<file path="src/rtl/regfile_sb.sv">
// regfile_sb: parametrised register file with an integrated busy-bit scoreboard.
// Read ports are combinational with same-cycle writeback bypass; decode uses
// rd_busy / alloc_ok to detect RAW and WAW hazards before issue.
module regfile_sb #(
  parameter int WIDTH = 16,
  parameter int NREGS = 8,
  parameter int NREAD = 3,
  localparam int AW = $clog2(NREGS),
  localparam int CW = $clog2(NREGS + 1)
) (
  input  logic                   clk,
  input  logic                   rst_n,
  input  logic [NREAD*AW-1:0]    rd_addr,
  output logic [NREAD*WIDTH-1:0] rd_data,
  output logic [NREAD-1:0]       rd_busy,
  input  logic                   alloc_valid,
  input  logic [AW-1:0]          alloc_dest,
  output logic                   alloc_ok,
  input  logic                   wb_valid,
  input  logic [AW-1:0]          wb_dest,
  input  logic [WIDTH-1:0]       wb_data,
  output logic [CW-1:0]          busy_count
);

  logic [WIDTH-1:0] r_data [NREGS];
  logic [NREGS-1:0] r_busy;
  logic [CW-1:0]    r_count;

  logic             w_dest_free;
  logic [NREGS-1:0] w_busy_next;
  logic [CW-1:0]    w_count_next;

  // A writeback to the requested destination this cycle frees it for a new producer.
  assign w_dest_free = ~r_busy[alloc_dest] | (wb_valid & (wb_dest == alloc_dest));
  assign alloc_ok    = alloc_valid & w_dest_free;
  assign busy_count  = r_count;

  // Independent read ports: bypass the in-flight writeback, else read the array.
  genvar gi;
  generate
    for (gi = 0; gi < NREAD; gi++) begin : g_rd
      logic [AW-1:0] w_addr;
      logic          w_hit;
      assign w_addr = rd_addr[gi*AW +: AW];
      assign w_hit  = wb_valid & (wb_dest == w_addr);
      assign rd_data[gi*WIDTH +: WIDTH] = w_hit ? wb_data : r_data[w_addr];
      assign rd_busy[gi] = r_busy[w_addr] & ~w_hit;
    end
  endgenerate

  // Next busy vector: allocation wins over a same-cycle writeback clear.
  always_comb begin
    w_busy_next = r_busy;
    for (int r = 0; r < NREGS; r++) begin
      if (alloc_ok && (alloc_dest == AW'(r))) begin
        w_busy_next[r] = 1'b1;
      end else if (wb_valid && (wb_dest == AW'(r))) begin
        w_busy_next[r] = 1'b0;
      end
    end
  end

  // Popcount of the next busy vector so the registered count tracks busy exactly.
  always_comb begin
    w_count_next = '0;
    for (int r = 0; r < NREGS; r++) begin
      w_count_next = w_count_next + CW'(w_busy_next[r]);
    end
  end

  // State update; reset discards pending allocations and clears all data.
  always_ff @(posedge clk) begin
    if (!rst_n) begin
      for (int r = 0; r < NREGS; r++) begin
        r_data[r] <= '0;
      end
      r_busy  <= '0;
      r_count <= '0;
    end else begin
      if (wb_valid) begin
        r_data[wb_dest] <= wb_data;
      end
      r_busy  <= w_busy_next;
      r_count <= w_count_next;
    end
  end

endmodule

</file>
<file path="config.mk">
export PLATFORM = sky130hd
export DESIGN_NAME = regfile_sb
export DESIGN_NICKNAME = d
export VERILOG_FILES = /design/src/rtl/regfile_sb.sv
export SDC_FILE = /design/constraint.sdc
export NUM_CORES = 1
export LEC_CHECK = 0
export ABC_CLOCK_PERIOD_IN_PS = 5900
export BUFFER_PORTS_ARGS = -buffer_cell sky130_fd_sc_hd__buf_2
export CAP_MARGIN = 15
export CELL_PAD_IN_SITES_DETAIL_PLACEMENT = 1
export CELL_PAD_IN_SITES_GLOBAL_PLACEMENT = 1
export CORE_ASPECT_RATIO = 0.5
export CORE_MARGIN = 2
export CORE_UTILIZATION = 50
export DETAILED_ROUTE_END_ITERATION = 8
export PLACE_DENSITY = 0.92
export SLEW_MARGIN = 20
export SYNTH_ARGS = -nofsm -noshare
export SYNTH_HDL_FRONTEND = slang
export SYNTH_SLANG_ARGS = --single-unit
</file>
<file path="constraint.sdc">
create_clock -name clk -period 5.9 [get_ports clk]
set_clock_uncertainty 0.2 [all_clocks]
set_input_delay 1.18 -clock clk [delete_from_list [all_inputs] [get_ports clk]]
set_output_delay 1.18 -clock clk [all_outputs]
set_load 0.005 [all_outputs]
</file>
After elaboration in Yosys (flattened, before gate mapping)
Memory sizes are Yosys's and may differ from the RTL's.
Cells that the tools add are included.
{ "word_totals": {"ff_bits": 12, "mem_bits_rw": 128, "inputBits": 35, "output_inout_bits": 56, "word_cells": 98, "memories": 1} }
{ "op_classes": {"n_addsub": 7, "magnitude_cmp": 4, "eq_ne": 18, "mux": 34, "bitwise_logic": 13, "n_reduce_logical": 19} }
{ "memory_table": {"columns": ["name", "words", "width", "rd", "rd_ports_with_merged_regs", "wr", "line", "rtl"], "rows": [
  ["r_data", 8, 16, 3, 0, 8, "25", "logic [WIDTH-1:0] r_data [NREGS];"]
]} }
{ "op_table": {"columns": ["op", "n"], "rows": [
  ["$mux W16", 4],
  ["$mux W1", 25],
  ["$eq A3 B3 Y1 const B", 8],
  ["$add A4 B1 Y4", 4],
  ["$logic_and A1 B1 Y1", 16],
  ["$lt A3 B4 Y1 const B", 4],
  ["$reduce_or A16 Y1", 1],
  ["$bmux W1 S3", 4],
  ["$eq A3 B2 Y1 const B", 4],
  ["$eq A3 B3 Y1", 4],
  ["$and A1 B1 Y1", 8],
  ["$eq A3 B1 Y1 const B", 2],
  ["$logic_not A3 Y1", 2],
  ["$add A3 B1 Y4", 1],
  ["$not A1 Y1", 4],
  ["$add A2 B1 Y3", 1],
  ["$mux W3", 1],
  ["$add A1 B1 Y2", 1],
  ["$or A1 B1 Y1", 1]
]} }

Logic depth before layout (Yosys ltp)
{ "logic_depth": {"depth_word": 14, "depth_mapped": 15, "mapped_depth_nobuf": 14} }

Worst setup path after synthesis
Ideal clock, no wire load.
{ "synth_path": {"path_kind": "input -> register", "start": "input wb_dest[1]", "end": "register r_count[2], in the netlist busy_count[2]", "arrival_time_ns": 4.266, "required_time_ns": 5.585, "path_slack_ns": 1.319, "stages": 15, "path_buffers": 2, "path_cell_list": "buf_4 -> buf_4 -> o31a_1 -> a21oi_1 -> fa_1 -> inv_1 -> fa_1 -> inv_1 -> fa_1 -> inv_1 -> ha_1 -> inv_1 -> fa_1 -> xnor2_1 -> and2_1"} }
{ "synth_between": {"elab_chain_len": 13, "word_cells_on_any_way": 51, "cone_classes": "7 x add/sub; 8 x eq/ne; 16 x mux; 3 x bitwise; 17 x reduce/logical"} }
{ "synth_rtl": {"columns": ["item", "line", "rtl"], "rows": [
  ["start: declaration", "20", "input logic [AW-1:0] wb_dest,"],
  ["$eq A3 B3 Y1", "34", "assign w_dest_free = ~r_busy[alloc_dest] | (wb_valid & (wb_dest == alloc_dest));"],
  ["$and A1 B1 Y1", "34", null],
  ["$or A1 B1 Y1", "34", null],
  ["$and A1 B1 Y1", "35", "assign alloc_ok = alloc_valid & w_dest_free;"],
  ["$logic_and A1 B1 Y1", "55", "if (alloc_ok && (alloc_dest == AW'(r))) begin"],
  ["$mux W1", "55", null],
  ["$add A1 B1 Y2", "67", "w_count_next = w_count_next + CW'(w_busy_next[r]);"],
  ["$add A2 B1 Y3", "67", null],
  ["$add A3 B1 Y4", "67", null],
  ["$add A4 B1 Y4 (3 in a row)", "67", null],
  ["$add A4 B1 Y4 (*)", "67", null],
  ["end signal: assignment", "84", "r_count <= w_count_next;"],
  ["end: declaration", "27", "logic [CW-1:0] r_count;"]
]} }
Mark *: on every way between the ends. The rest lies on a longest branch, timed or not.
A chain may end at the register's enable or synchronous reset.

Worst setup path after layout
Same ends and word-level chain as after synthesis.

==> impl_results.md <==
- Status: finished, final reports clean
- WL/cell: 32.0 µm
- Net count, final: 795
- Die width: 200 µm
- GRT Util Overall: 32.1%
- Fin crit share: 81.3%
- Largest cells by area after synthesis: edfxtp_1 40%, mux4_1 23%, and2_1 8.6%
- Worst hold path type: flip-flop to flip-flop
- DRC viols: 0
- Setup CP Type: input pin to flip-flop
- Antenna cells: 0
- Final-report hold violation count: 0
- Setup bufs post-CTS: 0
- Layout cell share with drive strength beyond 1: 22.3%
- Routability cong.: 0.927
- DP Cell Count: 993
- Worst Hold Launch: r_busy[6]
- Yosys reg bits: 140
- Commonest non-fill, non-tap cell in the layout: and2_1
- Cell area power density: 261 nW/µm²
- Worst path required time: 6030 ps
- Synthesized instance count: 699
- Max VDD drop: 207 µV
- FP Rows: 35
- Max transition margin: 24.0%
- Initial Utilization: 51.7%
- CTS Hold Bufs: 0
- Congestion Overflow GR: 0
- Yosys cell types: 38
- CTS Buf Count: 17
- Chip height: 102 µm
- Dpl hpwl: 19.9 mm
- Reg-to-Reg Start: r_busy[5]
- Reg2Reg Depth: 13
- Worst-margin pin slew: 1140 ps
- Crit path from: wb_dest[1]
- Post-route insts no fill: 1025
- H-Tree Depth: 4
- Initial antenna violation count: 0
- Largest net degree at the start of global routing: 36
- CP Max Fanout: 16
- Most frequent cells in the layout: 132 x and2_1, 128 x edfxtp_1, 90 x buf_2, 84 x mux4_1, 54 x nor2_1
- Final Setup Violations: 0
- Synth-to-layout area growth: 11.2%
- CP startpoint kind: input pin
- Minimum clock period: 4790 ps
- Netlist Area Pre-Place: 9650 µm²
- First-pass GRT wire length: 47.0 mm
- Vias in the first global route: 7318
- Num ports: 91
- CP Capture Type: flip-flop
- Top-area cell type share of the netlist area: 39.8%
- DIE AREA: 20500 µm²
- Seq/Total Area, Yosys: 42.3%
- Drt initial violations: 810
- CTS root buffer: clkbuf_16
- Max Clock Freq: 209 MHz
- Hold Path Depth: 1
- Synth Net Count: 741
- Worst-Skew Late Latency: 440 ps
- Clock transition at path regs: 70 ps
- DR vias: 7102
- Overall Power: 2.80 mW
- Slew Viols, Final: 0
- Pre-Repair DR Iteration Count: 6
- Antenna viol nets, final: 0
- Synthesized area per cell: 13.8 µm²
- Worst endpoint data arrival time: 4920 ps
- Clk buf depth: 2
- Area of the core: 18700 µm²
- Max-Cap Viols: 0
- Leak pwr: 4.29 nW
- Synth warn: 0
- CTS resizes: 0
- Leading area contributor after synthesis: edfxtp_1
- RSZ-0062 raised after global routing: no
- DR vias/cell: 6.93
- CTS tree: built
- Final TNS setup: 0 ps
- Min Hold Slack: 467 ps
- Clock Sinks: 140
- Count of input and output buffers: 90
- Total wire length: 32.8 mm
==> per-stage QoR <==
stage / utilization (%) / instance area (µm²) / setup slack [ps]
floorplan: - / 9650 / 1320
global placement: 54.4 / 10100 / 1030
detailed placement: 54.4 / 10100 / 748
CTS: 57.5 / 10700 / 1140
global route: 57.5 / 10700 / 917
finish: 57.5 / 10700 / 1110
==> state kept, by name (all words and copies together), names as in the netlist <==
name	count
r_busy	8
busy_count	4
r_data	128
==> kinds of logic after synthesis <==
family	synth area share, %
muxes	32.8
buffers and inverters	4.91
and+or+nand+nor	13.3
adders and majority gates	1.22
DFF	42.3
AOI/OAI and AO/OA	4.24
xor gates and xnor gates	1.18
==> cell usage after synthesis, drive strengths merged <==
cell type / number
a21oi: 51
o31ai: 2
a31oi: 1
ha: 3
mux4: 103
dfxtp: 12
nand3b: 1
nand2: 11
a32o: 6
nor3: 2
fa: 4
and3: 4
and2: 133
nor2: 60
nand4: 5
o21a: 2
nand2b: 3
o21ai: 3
clkbuf: 29
nand3: 3
o31a: 2
inv: 11
mux2i: 53
nor2b: 8
edfxtp: 128
a32oi: 2
buf: 43
xnor2: 13
a22oi: 1
==> worst max-delay path: stages <==
cell and delay (ps):
buf_2 330, nand2b_1 260, o21a_1 240, a31oi_1 270, fa_1 460, inv_1 110
fa_1 430, inv_1 100, fa_1 420, inv_1 90, ha_1 170, inv_1 70
fa_1 450, xnor2_1 160, and2_1 180
==> area by class of cell <==
| class | count | area [µm²] |
|---|---|---|
| fill | 1836 | 7930 |
| sequential | 140 | 4080 |
| tap | 259 | 324 |
| inverter | 11 | 41.3 |
| timing repair buffer | 107 | 578 |
| clock buffer | 21 | 460 |
| clock inverter | 11 | 120 |
| multi-input combinational | 476 | 5120 |
==> final timing paths <==
check                        to  slack [ps]
hold reg to reg       r_busy[6]         470
setup / recovery  busy_count[2]        1110
hold / removal        r_busy[6]         470
setup reg to reg  busy_count[2]        2080
==> routing by layer <==
| layer | vias up | part of all wire (%) | track usage (%) |
|---|---|---|---|
| met4 | 0 | 4.5 | 16.4 |
| li1 | 2840 | - | - |
| met1 | 3556 | 37 | 38.4 |
| met5 | - | 0 | 0 |
| met3 | 149 | 10 | 8.32 |
| met2 | 557 | 48 | 55.4 |
==> report_power, final <==
group	total [mW]	switching (mW)	leakage (nW)	internal, mW
sequential	1.20	0.0530	1.33	1.15
combinational	0.513	0.280	2.67	0.233
clock	1.09	0.443	0.279	0.642
total	2.80	0.776	4.29	2.03
(Power assumes the default switching activity.)
